File: config.mk
export PLATFORM = sky130hd
export DESIGN_NAME = direction_ctrl
export DESIGN_NICKNAME = d
export VERILOG_FILES = /design/src/rtl/direction_ctrl.sv
export SDC_FILE = /design/constraint.sdc
export NUM_CORES = 1
export LEC_CHECK = 0
export CORE_AREA = 5 5 42 44
export CTS_BUF_LIST = sky130_fd_sc_hd__clkbuf_8
export DETAILED_ROUTE_END_ITERATION = 16
export DIE_AREA = 0 0 47 49
export GPL_TIMING_DRIVEN = 0
export HOLD_SLACK_MARGIN = 0.03
export PLACE_DENSITY_LB_ADDON = 0.08
export SKIP_LAST_GASP = 1
export SLEW_MARGIN = 20
export SYNTH_ARGS = -nofsm -noshare
export SYNTH_HDL_FRONTEND = slang
export SYNTH_SLANG_ARGS = --single-unit
File: constraint.sdc
create_clock -name clk -period 1.55 [get_ports clk]
set_clock_uncertainty 0.2 [all_clocks]
set_input_delay 0.155 -clock clk [delete_from_list [all_inputs] [get_ports clk]]
set_output_delay 0.155 -clock clk [all_outputs]
set_load 0.01 [all_outputs]
File: src/rtl/direction_ctrl.sv
// Direction controller for an up/down counter.
// Two raw push-buttons are synchronized, debounced, and edge-detected. The resulting
// press events drive a two-state FSM whose state register is the direction output.
// A button must hold a new level for DEBOUNCE_CYCLES consecutive edges before the
// change is accepted.
module direction_ctrl #(
    parameter int unsigned DEBOUNCE_CYCLES = 4,
    parameter logic        RESET_DIR       = 1'b0
) (
    input  logic clk,
    input  logic rst,
    input  logic btn_up,
    input  logic btn_down,
    output logic direction,
    output logic dir_change,
    output logic conflict
);

    localparam int unsigned CNT_W = $clog2(DEBOUNCE_CYCLES) + 1;
    localparam logic [CNT_W-1:0] CNT_MAX = CNT_W'(DEBOUNCE_CYCLES - 1);

    // Bit 0 carries the up button, bit 1 the down button, through every stage.
    localparam int unsigned UP = 0;
    localparam int unsigned DN = 1;

    typedef enum logic {
        S_DOWN = 1'b0,
        S_UP   = 1'b1
    } state_t;

    logic [1:0]       btn_raw;
    logic [1:0]       meta_q;
    logic [1:0]       sync_q;
    logic [1:0]       deb_q;
    logic [1:0]       deb_d;
    logic [1:0]       deb_prev_q;
    logic [CNT_W-1:0] cnt_q [2];
    logic [CNT_W-1:0] cnt_d [2];
    logic [1:0]       press;

    state_t state_q;
    state_t state_d;
    logic   dir_change_q;
    logic   dir_change_d;
    logic   conflict_q;
    logic   conflict_d;

    assign btn_raw = {btn_down, btn_up};

    // Two-flop synchronizer per button.
    always_ff @(posedge clk or negedge rst) begin
        if (!rst) begin
            meta_q <= '0;
            sync_q <= '0;
        end else begin
            meta_q <= btn_raw;
            sync_q <= meta_q;
        end
    end

    // Debounce next-state: count consecutive mismatching edges, accept on the last one.
    always_comb begin
        for (int i = 0; i < 2; i++) begin
            deb_d[i] = deb_q[i];
            cnt_d[i] = '0;
            if (sync_q[i] != deb_q[i]) begin
                if (cnt_q[i] == CNT_MAX) begin
                    deb_d[i] = sync_q[i];
                end else begin
                    cnt_d[i] = cnt_q[i] + 1'b1;
                end
            end
        end
    end

    // Debounced levels, their one-cycle history, and the per-button counters.
    always_ff @(posedge clk or negedge rst) begin
        if (!rst) begin
            deb_q      <= '0;
            deb_prev_q <= '0;
            for (int i = 0; i < 2; i++) begin
                cnt_q[i] <= '0;
            end
        end else begin
            deb_q      <= deb_d;
            deb_prev_q <= deb_q;
            for (int i = 0; i < 2; i++) begin
                cnt_q[i] <= cnt_d[i];
            end
        end
    end

    // A press is a rising debounced level; releases are ignored.
    assign press = deb_q & ~deb_prev_q;

    // FSM next-state and pulse outputs; simultaneous presses are rejected as a conflict.
    always_comb begin
        state_d      = state_q;
        dir_change_d = 1'b0;
        conflict_d   = 1'b0;
        if (press[UP] && press[DN]) begin
            conflict_d = 1'b1;
        end else begin
            case (state_q)
                S_DOWN: begin
                    if (press[UP]) begin
                        state_d      = S_UP;
                        dir_change_d = 1'b1;
                    end
                end
                S_UP: begin
                    if (press[DN]) begin
                        state_d      = S_DOWN;
                        dir_change_d = 1'b1;
                    end
                end
                default: state_d = state_q;
            endcase
        end
    end

    // State and pulse registers.
    always_ff @(posedge clk or negedge rst) begin
        if (!rst) begin
            state_q      <= state_t'(RESET_DIR);
            dir_change_q <= 1'b0;
            conflict_q   <= 1'b0;
        end else begin
            state_q      <= state_d;
            dir_change_q <= dir_change_d;
            conflict_q   <= conflict_d;
        end
    end

    // Direction is the state flop itself, so it cannot glitch.
    assign direction  = (state_q == S_UP);
    assign dir_change = dir_change_q;
    assign conflict   = conflict_q;

endmodule

# Word-level counts from Yosys, hierarchy flattened
# Index checks and enable logic that the tools add are counted.
# word_totals
register_bits	17
inputBits	4
out_inout_bits	3
elab_cells	33
# op_classes
n_addsub	2
n_eq_ne	4
muxes	11
n_bitwise	3
reduce_logical	3
# ops
op	n
$mux W3	4
$add A3 B1 Y3 const B	2
$eq A3 B2 Y1 const B	2
$mux W1	5
$pmux W1 S2	2
$reduce_and A2 Y1	2
$and A2 B2 Y2	1
$ne A1 B1 Y1	2
$not A2 Y2	1
$logic_and A1 B1 Y1	1
$not A1 Y1	1

# Depth between registers and ports, before layout
# depth
depth_word	5
ltp_mapped	3
ltp_nobuf	3

# Worst setup path after synthesis
# No wires, ideal clock.
# synth_timing
path_kind	reg-to-reg
startpoint	reg cnt_q[3] (netlist name)
endpoint	reg deb_q[0]
setup_ns	0.128
t_arrival_ns	0.998
required_ns	1.222
path_slack_ns	0.225
stages_incl_launch_ff	4
n_path_buf	0
synth_period_minus_slack_ns	1.325
path_cell_list	dfrtp_1 ha_1 nor2b_1 mux2_1
# synth_via
elab_chain_cells	2
# synth_rtl
item	line	text
start, declared	37	logic [CNT_W-1:0] cnt_q [2];
start signal, assigned by index	88	cnt_q[i] <= cnt_d[i];
$eq A3 B2 Y1	67	if (cnt_q[i] == CNT_MAX) begin
$reduce_and A2 Y1 (no line)	n/a	
end signal, assigned	79	deb_q <= '0;
end signal, assigned	85	deb_q <= deb_d;
end, declared	34	logic [1:0] deb_q;
# No other way between the ends.
# A chain may end at the register's enable or synchronous reset.

# Worst setup path in the final report
# layout_timing
startpoint	reg conflict_q, in the netlist conflict
endpoint	out conflict
# layout_rtl
item	line	text
start, declared	45	logic conflict_q;
start signal, assigned	131	conflict_q <= conflict_d;
end, declared	16	output logic conflict
# No word-level cell between the ends.

==> impl_metrics.tcl <==
set metrics [dict create \
    power.density_mw_per_mm2 1769 \
    slowest_stage "clkdlybuf4s50_1" \
    routed_wl_um 776 \
    crit_chain "clkdlybuf4s50_1" \
    m1WireLength_um 285 \
    syn2layout_area_growth_pct 20.79 \
    fin_nets 55 \
    die_y_um 49 \
    firstDrtPassIters 2 \
    cts_buffer_depth 2 \
    clkTransAtPathRegs_ps 60 \
    synth_edf_count 0 \
    grt_start_max_net_pins 18 \
    pwr-share-clk_pct 23.9 \
    synthArstFlopShare_pct 100.0 \
    synth_area_um2 601.8 \
    netlist_top_cells_count "dfrtp_1, nor3b_1" \
    fmax_mhz 692.5 \
    coreArea_mm2 0.001401 \
    start_kind "register" \
    pwr-share-seq_pct 51.7 \
    htreeDepth 1 \
    ios 7 \
    stdcell_count 64 \
    ys_seq_area_share_pct 70.69 \
    final_hold_viol_count 0 \
    drc 0 \
    setup_viol 0 \
    r2r_cells 3 \
    swShare_pct 27.62 \
    cts_buffers 3 \
    final.setup.tns_ps 0 \
    cp_data_required_time_ps 1190 \
    worstHoldPathType "in -> async" \
    die_area_mm2 0.002303 \
    crit_fanout 1 \
    drtIter0Drc 1 \
    p_int_uw 930.7 \
    clkSinkCount 17 \
    fin_crit_sh_pct 93.17 \
    synth_top_area_cell "dfrtp_1" \
    slowest_delay_ps 530 \
    synthDistinctLibCells 13 \
    synthTopCellsByArea "dfrtp_1, nor3b_1, ha_1" \
    vias_per_cell 4.922 \
    grt_pass1_vias 348 \
    antenna_found_initial 0 \
    start_util_pct 42.95 \
    worstPathBufferInverterCount 1 \
    wl_per_cell_um 12.13 \
    fp-row-count 14 \
    port_buffers 6 \
    ant_nets 0 \
    grt_pass1_wl_um 1435 \
    finalMaxSlewViolations 0 \
    outcome "finished, final reports clean" \
    grt_usage_pct 9.170 \
    rsz0062_at_grt "false" \
    cellLeakagePower_uw 0.0003296 \
    timing.final.crit_period_ps 1444 \
    cp.arrival_ps 1090 \
    die_w_um 47 \
    place_inst 60 \
    num_vias 315 \
    synth_area_per_cell_um2 15.84 \
    nFillCells 128 \
    wl_met3_um 54 \
    ys_warn_count 0 \
    syn_inst 38 \
    p_switching_uw 355.2 \
    synth-seq-cells 17 \
    top_layer "met4" \
    relSlewSlack_pct 52.89 \
    cts_hold_buf 0 \
    r2r_setup_slack_ps 140 \
    cp_top_family "buffers and inverters" \
    drive_gt1_share_pct 12.50 \
    wl_met2_um 428 \
    synth_fp_nets 44 \
    synth_flop_cell "dfrtp_1" \
    clk_latency_ps 240 \
    crit-reg2reg-launch "cnt_q[3]" \
    path_class "reg -> out" \
    vdd_drop_max_mv 0.7912 \
    overflow 0 \
    antenna_cells 0 \
    cts-root-buf "clkbuf_8" \
    r2r_end "deb_q[0]" \
    tightest_slew_ps 704.4 \
    synth_most_common_cell "dfrtp_1" \
    combPwrFrac_pct 24.4 \
    yosysTopAreaCellShare_pct 70.69 \
    place.gp.congestion 0.6615 \
    cap_violations 0 \
    crit_path_end_kind "output port" \
    cts_tree "built" \
]
==> through the flow <==
step	hold slack [ps]	worst slack, ps	total power, uW	area (um^2)	utilization, %
final	136.9	105.9	1286	726.9	51.88
after global routing	138.2	48.36	1383	726.9	51.88
after CTS	143.8	90.61	1312	726.9	51.88
after detailed placement	135.7	140.8	1006	681.9	48.66
after global placement	133.3	185.0	969.3	681.9	48.66
after floorplan	-340.6	224.5	876.3	601.8	-
==> routing by layer <==
metal | GRT usage (%) | up-vias
li1 | - | 148
met1 | 9.524 | 159
met2 | 14.93 | 6
met3 | 3.321 | 2
met4 | 5.530 | 0
met5 | 0 | -
==> how the worst max path moves through the flow <==
stage                        start  endpoint  slack (ps)  cells past startpoint
after global routing      cnt_q[3]  deb_q[0]          50                      3
after floorplan           cnt_q[3]  deb_q[0]         220                      3
after global placement    cnt_q[0]  deb_q[1]         180                      3
final                     conflict  conflict         110                      1
after detailed placement  cnt_q[0]  deb_q[1]         140                      3
after CTS                 conflict  conflict          90                      1
==> cell usage in the layout, fill, tap and decap left out, drive strengths merged <==
| master | n |
|---|---|
| clkbuf | 3 |
| clkdlybuf4s50 | 5 |
| clkinv | 1 |
| dfrtp | 17 |
| dlygate4sd2 | 1 |
| ha | 2 |
| maj3 | 1 |
| mux2 | 2 |
| nand2 | 1 |
| nand2b | 1 |
| nor2b | 3 |
| nor3 | 2 |
| nor3b | 5 |
| o21ai | 1 |
| or3b | 1 |
| xnor2 | 2 |
==> repair_timing <==
item / 4_1_cts / 5_1_grt
buffers inserted: 0 / 0
resized for setup: 1 / 0
setup endpoints to repair: 1 / 0
==> registers in the layout, summed over array words and instances, names as in the netlist <==
signal	cells
cnt_q	6
direction	1
deb_prev_q	2
meta_q	2
conflict	1
dir_change	1
sync_q	2
deb_q	2
==> cells by family (layout without fill, tap and decap cells) <==
kind of cell | Yosys count | after routing | share of synthesized area (%)
DFF | 17 | 17 | 70.69
and+or+nand+nor | 13 | 13 | 15.38
adders and majority gates | 3 | 3 | 5.821
xor gates and xnor gates | 2 | 2 | 2.911
muxes | 2 | 2 | 3.742
AOI/OAI and AO/OA | 1 | 1 | 1.456
buffers and inverters | 0 | 10 | 0
==> power by group through the flow <==
stage	clock [uW]	sequential (uW)	combinational, uW
after CTS	322	668	322
after detailed placement	0	677	329
final	308	665	313
after floorplan	0	663	213
after global placement	0	661	309
after global routing	336	691	355
==> final cells by class <==
cell class / count / area, um^2 / area share (%)
Sequential cell: 17 / 425.4 / 58.52
Multi-Input combinational cell: 21 / 176.4 / 24.27
Timing Repair Buffer: 6 / 58.81 / 8.090
Clock buffer: 3 / 41.29 / 5.680
Tap cell: 16 / 20.02 / 2.754
Clock inverter: 1 / 5.005 / 0.6885
(Power assumes the default switching activity.)
==> edit: new RTL, config.mk and constraints unchanged <==
The output `dir_change` loses its register stage (`dir_change_q` becomes a continuous assignment).
--- a/src/rtl/direction_ctrl.sv
+++ b/src/rtl/direction_ctrl.sv
@@ -123,14 +123,14 @@
     always_ff @(posedge clk or negedge rst) begin
         if (!rst) begin
             state_q      <= state_t'(RESET_DIR);
-            dir_change_q <= 1'b0;
             conflict_q   <= 1'b0;
         end else begin
             state_q      <= state_d;
-            dir_change_q <= dir_change_d;
             conflict_q   <= conflict_d;
         end
     end
+
+    assign dir_change_q = dir_change_d;
 
     // Direction is the state flop itself, so it cannot glitch.
     assign direction  = (state_q == S_UP);
Check against the original RTL: not equivalent (Yosys sat finds a counterexample within 10 cycles, from zero or initial values and one cycle with rst low).
==> edit against the unedited design <==
The run now ends with setup timing left; critical path depth rose by 3; routed wire length rose by 22%; power rose by 11%; cell area rose by 2.8%; setup slack got worse by 0.25 ns; sequential cell count fell by 1; synthesized cell count fell by 2.6%; critical endpoint is now dir_change; count of clock-buffer cells in the layout rose by 1; register-to-register slack got worse by 0.02 ns; sequential power fell by 5.4%; largest cell class unchanged; area after synthesis fell by 4.2%.
==> edit: results (changes against the unedited design) <==
Non-Filler Instances=67 (was 64); final RePlAce weighted congestion=0.6953 (was 0.6615); Slew Limit Headroom=0.5423 (was 0.5289); post-synthesis compound-gate area fraction=0.01518 (was 0.01455); cts repair resizes=7 (was 1); setup TNS=-0.1418 ns (was 0 ns); drt pass-1 iters=3 (was 2); layout cells sized above 1=0.2745 (was 0.1250); Post-CTS Setup Inserts=4 (was 0); total vias in the final route=332 (was 315); xor/xnor share of the synthesized area=0.03037 (was 0.02911); vias in the first global route=391 (was 348); worst-path fanout max=2 (was 1); Place WS=-0.3823 ns (was 0.1408 ns); Critical-path top delay cell=dfrtp_1 (was clkdlybuf4s50_1); RR Startpoint=cnt_q[0] (was cnt_q[3]); Min Hold Slack=0.1225 ns (was 0.1369 ns); outcome=finished, violations left (was finished clean); adder-cell area share of the yosys netlist=0.06074 (was 0.05821); Clock Power Share=0.252 (was 0.239); Placed Cells=59 (was 60); most used flip-flop cell after synthesis=dfrtp_1 (unchanged); Mapped Cells=37 (was 38); library cells used by synthesis=13 (unchanged); R2R Setup Slk=0.12 ns (was 0.14 ns); Max rail drop VDD=0.0007490 V (was 0.0007912 V); slowest cell delay on critical path=0.40 ns (was 0.53 ns); largest net degree at the start of global routing=17 (was 18); GRT Util Overall=0.1088 (was 0.09170); CP top delay family=simple AND/OR/NAND/NOR gates (was buffers and inverters); PnR worst setup slack=-0.1418 ns (was 0.1059 ns); WP data arrival=1.34 ns (was 1.09 ns); share of the yosys chip area belonging to registers=0.6941 (was 0.7069); final setup vio count=1 (was 0); syn_nets=43 (was 44); first-pass GRT wire length=1.656 mm (was 1.435 mm); multiplexer share of the synthesized area=0.03905 (was 0.03742); clock tree buffer depth=2 (unchanged); antenna cells=0 (unchanged); DP Area=656.9 um2 (was 681.9 um2); Reg power frac=0.440 (was 0.517); nets=58 (was 55); endpoint of the worst register-to-register path=deb_q[1] (was deb_q[0]); initial drt markers=1 (unchanged); Tot Pwr=0.001428 W (was 0.001286 W); synth cell count leaders=dfrtp_1 (16), nor3b_1 (5) (was dfrtp_1 (17), nor3b_1 (5)); final wirelength=947 um (was 776 um); largest cells by area after synthesis=dfrtp_1 (69%), nor3b_1 (6.5%), ha_1 (4.3%) (was dfrtp_1 (71%), nor3b_1 (6.2%), ha_1 (4.2%)); failing checks=setup timing; switching pwr=0.0004002 W (was 0.0003552 W); worst-skew pair later-pin latency=0.25 ns; Lkg Pwr=0.3453 nW (was 0.3296 nW)
## edit: per-layer routing
metal / GRT usage / part of all wire
met1: 0.1017 / 0.34
met4: 0.09677 / 0.040
met3: 0.04428 / 0.075
met2: 0.1697 / 0.54
met5: 0 / 0
## edit: layout make-up
cell class              count  area [um2]
well taps                  16       20.02
fillers                   124       654.4
flip-flops and latches     16       401.6
clock buffers               4       55.05
multi-input cells          21       186.4
repair buffers             10       83.83
## edit: worst max path at each step
stage / endpoint / startpoint
floorplan: dir_change / deb_q[0]
global placement: dir_change / deb_q[0]
detailed placement: dir_change / deb_q[0]
CTS: dir_change / deb_q[0]
global route: dir_change / deb_q[0]
finish: dir_change / deb_q[0]
## edit: kinds of logic (layout without fill, tap and decap cells)
family,count (synthesis),count (layout)
adders and majority gates,3,3
and+or+nand+nor,13,13
buffers and inverters,0,14
xor gates and xnor gates,2,2
DFF,16,16
muxes,2,2
AOI/OAI and AO/OA,1,1
